==> config.mk <==
export PLATFORM = sky130hd
export DESIGN_NAME = count_ena_ctrl
export DESIGN_NICKNAME = d
export VERILOG_FILES = /design/src/rtl/count_ena_ctrl.sv
export SDC_FILE = /design/constraint.sdc
export NUM_CORES = 1
export LEC_CHECK = 0
export ABC_AREA = 1
export ABC_CLOCK_PERIOD_IN_PS = 2600
export BUFFER_PORTS_ARGS = -buffer_cell sky130_fd_sc_hd__buf_4
export CAP_MARGIN = 0
export CORE_MARGIN = 4
export CORE_UTILIZATION = 51
export DETAILED_ROUTE_END_ITERATION = 10
export PLACE_DENSITY = 0.8
export REMOVE_ABC_BUFFERS = 1
export SYNTH_ARGS = -nofsm -noshare
export SYNTH_HDL_FRONTEND = slang
export SYNTH_SLANG_ARGS = --single-unit
==> constraint.sdc <==
create_clock -name clk -period 2.6 [get_ports clk]
set_input_delay 0.26 -clock clk [delete_from_list [all_inputs] [get_ports clk]]
set_output_delay 0.26 -clock clk [all_outputs]
set_load 0.03 [all_outputs]
==> src/rtl/count_ena_ctrl.sv <==
// Run/stop/single-step controller producing the count-enable and clear pulses for a downstream counter.
// Optional input debounce filter is built when COUNT_ENA_DEBOUNCE_EN is defined.
module count_ena_ctrl #(
    parameter int PRESCALE_W = 24,
    parameter int DEB_W      = 16
) (
    input  logic                  clk,
    input  logic                  rst,
    input  logic                  btn_run,
    input  logic                  btn_step,
    input  logic                  btn_clr,
    input  logic [PRESCALE_W-1:0] prescale,
    output logic                  ena,
    output logic                  clr,
    output logic                  running
);

    // state | meaning
    // IDLE  | stopped, prescaler held at 0
    // RUN   | free running, ena every prescale+1 cycles
    // STEP  | single count, ena high for this one cycle
    localparam logic [1:0] ST_IDLE = 2'd0;
    localparam logic [1:0] ST_RUN  = 2'd1;
    localparam logic [1:0] ST_STEP = 2'd2;

    if (PRESCALE_W < 1 || DEB_W < 1) begin : g_param_check
        $error("count_ena_ctrl: PRESCALE_W and DEB_W must be >= 1");
    end

    // Button vectors are ordered {clr, step, run}.
    logic [2:0] btn_vec;
    logic [2:0] s1_q, s2_q, s3_q;
    logic [2:0] lvl;
    logic [2:0] edge_vec;
    logic [2:0] arm_q;
    logic       armed;

    assign btn_vec = {btn_clr, btn_step, btn_run};
    assign armed   = arm_q[2];

    // Edges stay masked until s3 has caught up with a button held through reset.
    always_ff @(posedge clk or negedge rst) begin
        if (!rst) begin
            s1_q  <= '0;
            s2_q  <= '0;
            s3_q  <= '0;
            arm_q <= '0;
        end else begin
            s1_q <= btn_vec;
            s2_q <= s1_q;
            s3_q <= lvl;
            if (!armed) begin
                arm_q <= arm_q + 3'd1;
            end
        end
    end

`ifdef COUNT_ENA_DEBOUNCE_EN
    logic [2:0]       lvl_q;
    logic [DEB_W-1:0] deb_cnt_q [3];

    always_ff @(posedge clk or negedge rst) begin
        if (!rst) begin
            lvl_q <= '0;
            for (int i = 0; i < 3; i++) begin
                deb_cnt_q[i] <= '0;
            end
        end else begin
            for (int i = 0; i < 3; i++) begin
                if (!armed) begin
                    lvl_q[i]     <= s2_q[i];
                    deb_cnt_q[i] <= '0;
                end else if (s2_q[i] != lvl_q[i]) begin
                    if (deb_cnt_q[i] == '1) begin
                        lvl_q[i]     <= s2_q[i];
                        deb_cnt_q[i] <= '0;
                    end else begin
                        deb_cnt_q[i] <= deb_cnt_q[i] + DEB_W'(1);
                    end
                end else begin
                    deb_cnt_q[i] <= '0;
                end
            end
        end
    end

    assign lvl = lvl_q;
`else
    assign lvl = s2_q;
`endif

    assign edge_vec = lvl & ~s3_q & {3{armed}};

    logic                  run_edge, step_edge, clr_edge;
    logic [1:0]            state_q, state_d;
    logic [PRESCALE_W-1:0] pc_q, pc_d;
    logic                  tick;
    logic                  ena_q, ena_d;
    logic                  clr_q;
    logic                  running_q;

    assign run_edge  = edge_vec[0];
    assign step_edge = edge_vec[1];
    assign clr_edge  = edge_vec[2];

    always_comb begin
        state_d = state_q;
        case (state_q)
            ST_IDLE: begin
                if (run_edge) begin
                    state_d = ST_RUN;
                end else if (step_edge) begin
                    state_d = ST_STEP;
                end
            end
            ST_RUN: begin
                if (run_edge) begin
                    state_d = ST_IDLE;
                end
            end
            ST_STEP: state_d = ST_IDLE;
            default: state_d = ST_IDLE;
        endcase
    end

    // The >= compare lets a lowered prescale tick immediately instead of wrapping.
    always_comb begin
        tick = (state_q == ST_RUN) && (state_d == ST_RUN) && (pc_q >= prescale);
        pc_d = '0;
        if (!clr_edge && (state_q == ST_RUN) && (state_d == ST_RUN) && !tick) begin
            pc_d = pc_q + PRESCALE_W'(1);
        end
        ena_d = !clr_edge && (tick || (state_d == ST_STEP));
    end

    always_ff @(posedge clk or negedge rst) begin
        if (!rst) begin
            state_q   <= ST_IDLE;
            pc_q      <= '0;
            ena_q     <= 1'b0;
            clr_q     <= 1'b0;
            running_q <= 1'b0;
        end else begin
            state_q   <= state_d;
            pc_q      <= pc_d;
            ena_q     <= ena_d;
            clr_q     <= clr_edge;
            running_q <= (state_d == ST_RUN);
        end
    end

    assign ena     = ena_q;
    assign clr     = clr_q;
    assign running = running_q;

endmodule
; After elaboration in Yosys (flattened, before gate mapping)
; Index checks and enable logic that the tools add are counted.
[word_totals]
ff_bits = 41
out_inout_bits = 3
[classes]
n_mux = 6
n_addsub = 2
n_bitwise = 3
eq_ne = 3
n_reduce_logical = 10
n_lt_le_gt_ge = 1
[ops]
columns = op, n
row1 = adder 24 x 1 -> 24 bit (second input constant), 1
row2 = greater-or-equal comparator 24 bit, 1
row3 = two-way mux 24 bit, 1
row4 = AND 3 bit, 2
row5 = logical AND 1 bit, 6
row6 = two-way mux 2 bit, 3
row7 = == test 2 x 1 -> 1 bit (second input constant), 2
row8 = case mux 2 bit (2 select lines), 1
row9 = adder 3 x 1 -> 3 bit (second input constant), 1
row10 = two-way mux 3 bit, 1
row11 = inverter 3 bit, 1
row12 = == test 2 bit (second input constant), 1
row13 = logical NOT 1 bit, 2
row14 = logical NOT 2 bit, 1
row15 = logical OR 1 bit, 1

; Depth between registers and ports, before layout
; Gate-level depths: netlist of run 1.
[logic_depth]
depth_word = 12
depth_mapped = 12

; Least setup slack after synthesis of run 1
; OpenSTA, ideal clock, no wires.
[synth_timing]
path_type = register to register
startpoint = reg pc_q[15]
endpoint = reg pc_q[8]
path_stages_with_launch = 10
arrival_time_ns = 1.470
setup_ns = 0.121
slack_ns = 1.009
period_less_slack_ns = 1.591
t_required_ns = 2.479
path_cell_list = dfrtp_1 ha_1 nand2_1 nor2_1 nand4_1 nor2_1 nand2_1 nand3_4 buf_6 nor2_1
[synth_between]
elab_chain_cells = 5
[synth_rtl]
columns = item, line
row1 = "start, declared", 96  ; logic [PRESCALE_W-1:0] pc_q, pc_d;
row2 = "start signal, assigned", 145  ; pc_q <= pc_d;
row3 = greater-or-equal comparator 24 bit, 128  ; tick = (state_q == ST_RUN) && (state_d == ST_RUN) && (pc_q >= prescale);
row4 = logical AND 1 bit, 128
row5 = logical NOT 1 bit, 130  ; if (!clr_edge && (state_q == ST_RUN) && (state_d == ST_RUN) && !tick) begin
row6 = logical AND 1 bit, 130
row7 = two-way mux 24 bit, 130
row8 = via pc_d[8], 96
; The timed path passes the listed nets, and every way through them passes these cells.
; A chain may end at the register's enable or synchronous reset.

; Worst setup path in the final report of run 1
[layout_timing]
startpoint = reg pc_q[21]
endpoint = reg pc_q[0]
; The elaborated chain is that of the path after synthesis.

==> summary.txt, run 1 <==
Synthesis
  • #FFs+latches synth: 41
  • Post-Syn Area: 2620 µm²
  • Cell taking the most area after synthesis: dfrtp_1
  • Sequential fraction of the synthesis area: 39.1%
  • Post-synthesis cell type count: 24
  • Syn Inst Count: 331
  • Synth Area per Inst: 7.92 µm²
  • Synth area leaders: dfrtp_1 39%, ha_1 12%, nand2_1 12%, inv_1 7.6%, nor2_1 5.2%
  • Synth top area share: 39.1%
  • Synth warn: 0

Critical path
  • Cells on worst reg2reg path: 8
  • Nature of the critical path startpoint: register
  • CP max FO: 24
  • Critical path, cell by cell: ha_1 > nand2_1 > nor2_1 > nand4_1 > nor2_1 > nand2_1 > nand3_4 > nor2_1
  • Crit-path most repeated cell: nor2_1
  • R2r setup slk: 0.58 ns
  • Number of buffers and inverters on the critical path: 0
  • CP Class: reg -> reg
  • Worst path top cell family by delay: simple AND/OR/NAND/NOR gates
  • Critical R2R Launch: pc_q[21]
  • Arr. time, crit path: 2.19 ns
  • R2r endpoint: pc_q[0]
  • Required time worst endpoint: 2.77 ns
  • Slowest CP cell: dfrtp_1
  • CP peak stage delay: 0.45 ns
  • CP Capture Type: register

Detailed routing
  • Iteration-0 DRC Markers: 170
  • Metal3 WL: 223 µm
  • WL/cell: 12.2 µm
  • Router iterations before antenna repair: 4
  • Total wire length: 5320 µm
  • # DRC: 0
  • Wl on met1: 2420 µm
  • Vias post-DR: 2144
  • WL met2: 2590 µm
  • Via density per instance: 4.92
  • DR top layer: met4
  • Routed Antenna Nets: 0

Global route
  • Tot GR Track Use: 18.5%
  • Remaining Overflow, GRT: 0
  • Initial antenna violation count: 0
  • Number of global-route vias before repair: 2151
  • Global-route wire length before repair: 9320 µm
  • Largest net degree at the start of global routing: 42

Pwr
  • Pint: 1.11 mW
  • Reg power frac: 46.3%
  • Max VDD drop: 0.287 mV
  • Switch Pwr: 338 µW
  • Switching Share: 23.3%
  • Logic pwr share: 11.1%
  • P_leak: 1.55 nW
  • Clk network pwr share: 42.6%
  • Pwr dens: 472 nW/µm²

Run
  • Max-cap check violation count: 0

Timing
  • Setup TNS: 0 ns
  • Min setup slack post-route: 0.576 ns
  • Max Transition Viols Final: 0
  • Final period util: 77.9%
  • Final setup viols: 0
  • Worst slew pin tran: 0.518 ns
  • Skew final: 0.00541 ns
  • Slew headroom: 65.4%
  • Min Tclk post-route: 2.02 ns
  • Max frequency: 0.494 GHz
  • RSZ-0062 raised after global routing: false
  • Hold Fails Final Rpt: 0

Floorplan
  • I/O Pins: 32
  • Die Span Y: 79.7 µm
  • Die ar.: 6350 µm²
  • Core box area: 4850 µm²
  • Die X: 79.7 µm
  • Initial Utilization: 54.1%
  • Rows: 25

Layout
  • Proportion of layout cells with a drive suffix above 1: 21.4%
  • Fin nets: 423
  • Final non-filler cell total: 436
  • Synth-to-layout area growth: 16.8%
  • Final core occ: 63.2%
  • Final instance area: 3060 µm²
  • Ant. Diodes: 0

Placement
  • Cell Area, Placed: 2920 µm²
  • Final Wtd Congestion: 0.908
  • Hpwl dp: 4080 µm
  • Placed cell count: 427
  • Port Buffers: 31
  • Post-place setup slack: 0.594 ns

Clock tree
  • CTS tree: yes
  • Total CTS buffers: 5
  • Count of clock tree sinks: 41
  • Post_cts resized: 0
  • Maximum buffer depth of the clock tree: 2
  • CTS HTree Levels: 2
  • Worst-Skew Late Latency: 0.29 ns
  • CTS Hold Bufs: 1
  • Setup Buffers After CTS: 0
  • Root Driver: clkbuf_8
  • CTS clk-pin slew, worst paths: 0.08 ns

Worst hold path
  • Hold Path Sink: s1_q[2]
  • Hold Crit Class: in -> reg
  • Hold path depth: 1
  • Hold Startpoint: btn_clr

Status
  • Run status: complete, no violations
-- Yosys cell counts --
cell / n
nand2_1: 86
inv_1: 53
dfrtp_1: 41
nor2_1: 36
ha_1: 26
nor2_2: 21
nand3_1: 10
nand4_1: 8
xor2_1: 7
xnor2_1: 6
a21oi_1: 5
inv_2: 4
nand2_2: 4
nor2_4: 4
o21ai_0: 4
nand3b_1: 3
nor3_1: 3
buf_6: 2
nor3_2: 2
or2_2: 2
mux2_2: 1
nand3_2: 1
nand3_4: 1
o22ai_1: 1
-- flip-flops by register name (all words and copies together) (netlist names) --
name / cells
arm_q: 3
clr: 1
ena: 1
lvl: 3
pc_q: 24
running: 1
s1_q: 3
s3_q: 3
state_q: 2
-- cell usage in the layout (no fill, tap or decap) --
master | synthesis | layout
nor3_1 | 3 | 3
nor2_2 | 21 | 21
inv_1 | 53 | 53
dfrtp_1 | 41 | 41
xor2_1 | 7 | 7
nand2_2 | 4 | 4
a21oi_1 | 5 | 5
nor3_2 | 2 | 2
nand3_4 | 1 | 1
nor2_1 | 36 | 36
xnor2_1 | 6 | 6
dlygate4sd3_1 | 0 | 1
bufinv_16 | 0 | 2
or2_2 | 2 | 2
o22ai_1 | 1 | 1
nor2_4 | 4 | 4
inv_6 | 0 | 1
ha_1 | 26 | 26
clkbuf_8 | 0 | 5
nand4_1 | 8 | 8
o21ai_0 | 4 | 4
mux2_2 | 1 | 1
buf_4 | 0 | 31
inv_2 | 4 | 4
nand3_2 | 1 | 1
nand2_1 | 86 | 86
nand3_1 | 10 | 10
nand3b_1 | 3 | 3
-- power by group through the flow --
stage	logic (mW)	clock network, mW	registers [mW]
floorplan	0.0769	0	0.691
global placement	0.155	0	0.681
detailed placement	0.161	0	0.682
CTS	0.163	0.622	0.669
global route	0.181	0.648	0.672
finish	0.161	0.616	0.669
-- metrics by stage --
step	hold WS (ns)	total power [mW]
floorplan	-0.0356	0.768
global placement	0.260	0.836
detailed placement	0.267	0.843
CTS	0.0628	1.45
global route	0.0573	1.50
finish	0.0695	1.45
-- layer usage --
layer / GRT usage, % / vias up
met5: 0 / -
met4: 6.36 / 0
met3: 3.05 / 13
met2: 31.6 / 50
met1: 23.6 / 985
li1: - / 1096
-- how the worst max path moves through the flow --
stage	end	from	cells after the start
final	pc_q[0]	pc_q[21]	8
after global routing	pc_q[19]	pc_q[21]	10
after CTS	pc_q[19]	pc_q[21]	8
after detailed placement	pc_q[19]	pc_q[21]	8
after global placement	pc_q[23]	pc_q[21]	10
after floorplan	pc_q[0]	pc_q[19]	10
-- final cells by class --
type	count	area, µm²
repair buffers	32	243
clock buffers	5	68.8
well taps	67	83.8
multi-input cells	231	1360
flip-flops and latches	41	1030
inverters	57	214
clock inverters	3	68.8
fillers	401	1790
-- cell families after synthesis --
| group | synth area share (%) |
|---|---|
| AND/OR/NAND/NOR | 32.7 |
| flip-flops | 39.1 |
| AO/OA/AOI/OAI | 1.96 |
| XOR/XNOR | 4.34 |
| multiplexers | 0.430 |
| buffers and inverters | 9.02 |
| adder cells (fa/ha/maj) | 12.4 |
Note: power is estimated with default switching activity, not from simulation.
==> run 2: changes to the inputs <==
ABC_AREA = 0   (was 1)
ABC_CLOCK_PERIOD_IN_PS = 2120   (was 2600)
PLACE_DENSITY = 0.81   (was 0.8)
clock period = 2.12 ns   (was 2.6 ns; I/O delays follow)
==> run 2 against run 1 <==
Net effect:
- register-to-register slack worse by 0.47 ns
- first-iteration DRC count down 20%
- via count down 14%
- sequential cell count stayed put
- critical endpoint is now pc_q[7]
==> summary.txt, run 2 <==
Detailed routing
  • Routed Antenna Nets: 0 (unchanged)
  • Via density per instance: 5.25 (+6.7%)
  • Vias post-DR: 1841 (-14%)
  • Iteration-0 DRC Markers: 136 (-20%)
  • # DRC: 0 (unchanged)
  • Total wire length: 4830 µm (-9.2%)
  • WL/cell: 13.8 µm (+13%)
  • Router iterations before antenna repair: 4 (unchanged)

Timing
  • Min setup slack post-route: 0.104 ns (-0.472 ns)
  • Final period util: 95.1% (+17 points)
  • Max Transition Viols Final: 0 (unchanged)
  • Final setup viols: 0 (unchanged)
  • Slew headroom: 65.8% (+0.37 points)
  • Skew final: 0.00750 ns (+0.00209 ns)
  • Hold Fails Final Rpt: 0 (unchanged)
  • Setup TNS: 0 ns (unchanged)
  • Max frequency: 0.496 GHz (+0.42%)
  • Worst slew pin tran: 0.513 ns (-0.00551 ns)
  • Min Tclk post-route: 2.02 ns (-0.00839 ns)

Synthesis
  • Syn Inst Count: 239 (-28%)
  • Synth Area per Inst: 10.6 µm² (+34%)
  • Post-synthesis cell type count: 38 (+58%)
  • Synth warn: 0 (unchanged)
  • Synth top area share: 40.5% (+1.3 points)
  • Cell taking the most area after synthesis: dfrtp_1
  • Post-Syn Area: 2530 µm² (-3.3%)
  • Post-synthesis async set-or-reset flop share: 100% (unchanged)
  • Post-synth EDFFs: 0 (unchanged)
  • Commonest cells post-synth: 41 x dfrtp_1, 31 x inv_1, 26 x ha_1
  • Most common flop cell mapped by yosys: dfrtp_1
  • Synth area leaders: dfrtp_1 40%, ha_1 13%, nor3_2 8.3%, xnor2_1 6.6%, inv_1 4.6%
  • Most numerous cell in the Yosys netlist: dfrtp_1
  • Sequential fraction of the synthesis area: 40.5% (+1.3 points)
  • #FFs+latches synth: 41 (unchanged)

Pwr
  • P_leak: 1.48 nW (-4.9%)
  • Final Power: 1.71 mW (+18%)
  • Switch Pwr: 499 µW (+48%)
  • Reg power frac: 49.6% (+3.3 points)
  • Logic pwr share: 20.4% (+9.3 points)
  • Max VDD drop: 0.542 mV (+89%)
  • Clk network pwr share: 30.0% (-13 points)
  • Pwr dens: 564 nW/µm² (+19%)
  • Switching Share: 29.2% (+5.9 points)
  • Pint: 1.21 mW (+9.1%)

Critical path
  • Nature of the critical path startpoint: register
  • CP Class: reg -> reg
  • Required time worst endpoint: 2.32 ns (-0.45 ns)
  • CP max FO: 18 (-25%)
  • Cells on worst reg2reg path: 7 (-1)
  • Arr. time, crit path: 2.22 ns (+0.03 ns)
  • CP Capture Type: register

Floorplan
  • Die X: 78.5 µm (-1.5%)
  • Core box area: 4750 µm² (-1.9%)
  • Die Span Y: 78.5 µm (-1.5%)
  • Initial Utilization: 53.3% (-0.75 points)
  • Rows: 25 (unchanged)
  • Die ar.: 6160 µm² (-3.0%)
  • I/O Pins: 32 (unchanged)

Layout
  • Fillers: 422 (+5.2%)
  • Final non-filler cell total: 351 (-19%)
  • Final core occ: 63.7% (+0.56 points)
  • Synth-to-layout area growth: 19.5%
  • Most used cells in the layout excluding fill and tap cells: 41 x dfrtp_1, 40 x buf_4, 31 x inv_1
  • Commonest non-fill, non-tap cell in the layout: dfrtp_1
  • Most flops, register: pc_q
  • Ant. Diodes: 0 (unchanged)
  • Fin nets: 338 (-20%)
  • Largest register FFs: 24 (unchanged)
  • Proportion of layout cells with a drive suffix above 1: 31.7% (+10 points)

Clock tree
  • CTS clk-pin slew, worst paths: 0.08 ns (about the same)
  • Maximum buffer depth of the clock tree: 2 (unchanged)
  • CTS tree: yes
  • Worst-Skew Late Latency: 0.29 ns (about the same)
  • Root Driver: clkbuf_8
  • Count of clock tree sinks: 41 (unchanged)
  • Total CTS buffers: 5 (unchanged)
  • CTS HTree Levels: 2 (unchanged)

Worst hold path
  • Hold Crit Class: in -> reg
  • Hold path depth: 1 (unchanged)

Global route
  • Tot GR Track Use: 16.5% (-2.0 points)
  • Largest net degree at the start of global routing: 42 (unchanged)
  • Number of global-route vias before repair: 1892 (-12%)
  • Initial antenna violation count: 0 (unchanged)
  • Remaining Overflow, GRT: 0 (unchanged)
  • Global-route wire length before repair: 8170 µm (-12%)

Placement
  • Final Wtd Congestion: 0.764 (-16%)
  • Post-place setup slack: -0.0269 ns (-0.621 ns)
  • Hpwl dp: 3600 µm (-12%)
  • Placed cell count: 342 (-20%)
  • Port Buffers: 31 (unchanged)

Status
  • Run status: complete, no violations

Run
  • Max-cap check violation count: 0 (unchanged)
## run 2: routing by layer
layer	vias to the layer above	part of all wire (%)	track usage, %
met4	0	2.0	5.59
met5	-	0	0
li1	906	-	-
met3	12	3.8	3.33
met1	887	43	19.7
met2	36	51	29.3
## run 2: path summary, 6_finish.rpt
check | startpoint | slack [ns] | to
min in group asynchronous | rst | 0.44 | arm_q[0]
max in group asynchronous | rst | 1.33 | s3_q[1]
setup reg to reg | pc_q[5] | 0.10 | pc_q[7]
hold / removal | btn_clr | 0.03 | s1_q[2]
setup / recovery | pc_q[5] | 0.10 | pc_q[7]
hold reg to reg | s1_q[0] | 0.35 | lvl[0]
## run 2: worst max-delay path: stages (launching register included)
cell and delay [ns]:
dfrtp_1 0.39, ha_1 0.31, a21oi_2 0.17, a21oi_1 0.11
o2111a_1 0.26, a211o_1 0.34, buf_12 0.18, nor3_2 0.18
## run 2: cell type report
type	count	area [µm²]	area share, %
clock inverters	3	21.3	0.702
multi-input cells	161	1360	45.0
inverters	31	116	3.84
clock buffers	5	68.8	2.27
flip-flops and latches	41	1030	33.9
repair buffers	43	350	11.6
well taps	67	83.8	2.77
## run 2: logic make-up (layout without fill, tap and decap cells)
kind of cell,Yosys count,count (layout),share of synthesized area [%]
flops,41,41,40.5
fa+ha+maj,26,26,12.8
xor+xnor,24,24,8.29
mux,1,1,0.444
simple gates,87,87,25.1
compound gates,23,23,6.32
buf+inv,37,82,6.51
## run 2: metrics by stage
step	hold WS, ns	area (µm²)
final	0.0256	3030
after global routing	0.00981	3030
after CTS	0.0179	3020
after detailed placement	0.224	2910
after global placement	0.222	2910
after floorplan	-0.0836	2490
## run 2: what timing repair did
| item | in CTS | in global routing |
|---|---|---|
| hold buffers | 1 | 0 |
| setup buffers | 0 | 0 |
| resized for setup | 1 | 3 |
| endpoints found under the setup margin | 8 | 4 |
| endpoints found under the hold margin | 41 | 0 |
| pin swaps | 1 | 1 |
| gates cloned | 0 | 0 |
## run 2: power groups by stage
stage	combinational (mW)	clock, mW	sequential [mW]
finish	0.349	0.513	0.847
floorplan	0.156	0	0.884
detailed placement	0.342	0	0.864
CTS	0.350	0.530	0.848
global route	0.387	0.562	0.853
global placement	0.332	0	0.862
==> run 3: changes to the inputs <==
CELL_PAD_IN_SITES_DETAIL_PLACEMENT = 1   (was default)
CELL_PAD_IN_SITES_GLOBAL_PLACEMENT = 2   (was default)
CORE_UTILIZATION = 38   (was 51)
PLACE_DENSITY = 0.89   (was 0.81)
==> run 3 against run 2 <==
Net effect:
- design area grew 1.4%
- fmax is essentially flat
- sequential cell count is the same
- worst hold slack lost 0.0051 ns
- utilization shrank 16 points
- critical path depth is the same
- die area grew 30%
- via count grew 0.11%
- first-iteration DRC count shrank 9.6%
- total power grew 7.1%
- sequential share of layout area shrank 0.46 points
- largest cell class unchanged
- critical path type unchanged
- wire length grew 14%
==> summary.txt, run 3 (synthesis gave the netlist of run 2 again) <==
Status
  • Run status: complete, no violations

Pwr
  • Pwr dens: 596 nW/µm² (+5.6%)
  • Final Power: 1.83 mW (+7.1%)
  • P_leak: 1.49 nW (+1.1%)
  • Max VDD drop: 0.403 mV (-26%)

Global route
  • Number of global-route vias before repair: 1914 (+1.2%)
  • Largest net degree at the start of global routing: 42 (unchanged)
  • Initial antenna violation count: 0 (unchanged)
  • Global-route wire length before repair: 9180 µm (+12%)
  • Remaining Overflow, GRT: 0 (unchanged)
  • Tot GR Track Use: 15.2% (-1.3 points)

Timing
  • Worst slew pin tran: 0.535 ns (+0.0222 ns)
  • Max Transition Viols Final: 0 (unchanged)
  • Slew headroom: 64.0% (-1.8 points)
  • Max frequency: 0.496 GHz (about the same)
  • Skew final: 0.0103 ns (+0.00277 ns)
  • Final period util: 95.1% (about the same)
  • Min Tclk post-route: 2.02 ns (+0.000527 ns)
  • Final setup viols: 0 (unchanged)
  • Min setup slack post-route: 0.104 ns (-0.000527 ns)
  • Hold Fails Final Rpt: 0 (unchanged)

Worst hold path
  • Hold Crit Class: in -> reg

Critical path
  • Required time worst endpoint: 2.33 ns (about the same)
  • CP Class: reg -> reg
  • CP max FO: 24 (+6)
  • Critical path, cell by cell: ha_1 > a21oi_2 > a21oi_1 > o2111a_1 > a211o_1 > buf_12 > nor3_1
  • CP Launch Point: pc_q[5]
  • Worst Setup EP: pc_q[4]
  • Arr. time, crit path: 2.22 ns (about the same)
  • Slowest CP cell: dfrtp_1
  • CP peak stage delay: 0.40 ns (about the same)
  • Nature of the critical path startpoint: register
  • R2r endpoint: pc_q[4]
  • Critical R2R Launch: pc_q[5]
  • Worst path top cell family by delay: compound AO/OA/AOI/OAI gates
  • R2r setup slk: 0.10 ns (about the same)
  • CP Capture Type: register
  • Cells on worst reg2reg path: 7 (unchanged)
  • WP depth: 7 (unchanged)
  • Number of buffers and inverters on the critical path: 1 (unchanged)

Layout
  • Most flops, register: pc_q
  • Proportion of layout cells with a drive suffix above 1: 30.4% (-1.3 points)
  • Fillers: 743 (+76%)
  • Final instance area: 3070 µm² (+1.4%)
  • Final core occ: 47.8% (-16 points)
  • Fin nets: 340 (+0.59%)
  • Commonest non-fill, non-tap cell in the layout: dfrtp_1
  • Final non-filler cell total: 363 (+3.4%)
  • Most used cells in the layout excluding fill and tap cells: 41 x dfrtp_1, 40 x buf_4, 31 x inv_1
  • Largest register FFs: 24 (unchanged)
  • Synth-to-layout area growth: 21.2%
  • Ant. Diodes: 0 (unchanged)

Floorplan
  • Rows: 29 (+16%)
  • I/O Pins: 32 (unchanged)
  • Initial Utilization: 39.5% (-14 points)
  • Die X: 89.7 µm (+14%)
  • Die ar.: 8040 µm² (+30%)
  • Die Span Y: 89.7 µm (+14%)
  • Core box area: 6420 µm² (+35%)

Detailed routing
  • Routed Antenna Nets: 0 (unchanged)
  • WL/cell: 15.2 µm (+11%)
  • Total wire length: 5520 µm (+14%)
  • Router iterations before antenna repair: 2 (-2)
  • Iteration-0 DRC Markers: 123 (-9.6%)
  • Via density per instance: 5.08 (-3.2%)
  • Vias post-DR: 1843 (+0.11%)
  • # DRC: 0 (unchanged)

Clock tree
  • Root Driver: clkbuf_8
  • Count of clock tree sinks: 41 (unchanged)
  • CTS HTree Levels: 2 (unchanged)
  • CTS clk-pin slew, worst paths: 0.08 ns (about the same)
  • CTS tree: yes
  • Total CTS buffers: 5 (unchanged)
  • Maximum buffer depth of the clock tree: 2 (unchanged)
  • Worst-Skew Late Latency: 0.30 ns (about the same)

Placement
  • Hpwl dp: 4190 µm (+17%)
  • Post-place setup slack: 0.0708 ns (+0.0977 ns)
  • Final Wtd Congestion: 0.792 (+3.6%)
  • Port Buffers: 31 (unchanged)
  • Cell Area, Placed: 2920 µm² (+0.17%)
  • Placed cell count: 351 (+2.6%)

Run
  • Max-cap check violation count: 0 (unchanged)
[run 3: power by group]
| group | internal [mW] | switching, mW |
|---|---|---|
| clock network | 0.353 | 0.290 |
| logic | 0.145 | 0.194 |
| registers | 0.823 | 0.0253 |
[run 3: cell type report]
type / count / area (µm²) / share of cell area (%)
Clock buffer: 5 / 68.8 / 2.24
Clock inverter: 3 / 46.3 / 1.51
Inverter: 31 / 116 / 3.79
Multi-Input combinational cell: 161 / 1350 / 43.9
Sequential cell: 41 / 1030 / 33.4
Tap cell: 77 / 96.3 / 3.14
Timing Repair Buffer: 45 / 370 / 12.1
[run 3: routing by layer]
layer  track usage (%)  vias to the layer above  part of all wire (%)  wire length (µm)
met5                 0                        -                     0                 0
met4              5.14                        0                   1.3                71
met3              3.01                        5                   3.0               167
met2              26.1                       24                    52              2880
met1              19.1                      906                    44              2410
li1                  -                      908                     -                 -
[run 3: worst min-delay path by stage]
stage          startpoint        to  slack [ns]  cells after the start
6_report          btn_clr   s1_q[2]        0.02                      1
5_1_grt           btn_clr   s1_q[2]       0.003                      1
4_1_cts           btn_clr   s1_q[2]       0.008                      1
3_5_place_dp          rst  arm_q[1]        0.23                      1
3_3_place_gp          rst  arm_q[1]        0.23                      1
2_1_floorplan         rst  arm_q[0]       -0.08                      0
[run 3: timing repair]
action / CTS / global route
hold endpoints to repair: 43 / 0
hold buffers: 3 / 0
buffers inserted: 0 / 1
endpoints found under the setup margin: 0 / 24
resized for setup: 0 / 1
[run 3: stage by stage]
stage / hold slack [ns] / setup TNS (ns)
floorplan: -0.0836 / -3.09
global placement: 0.229 / 0
detailed placement: 0.235 / 0
CTS: 0.00809 / 0
global route: 0.00297 / -0.00177
finish: 0.0206 / 0
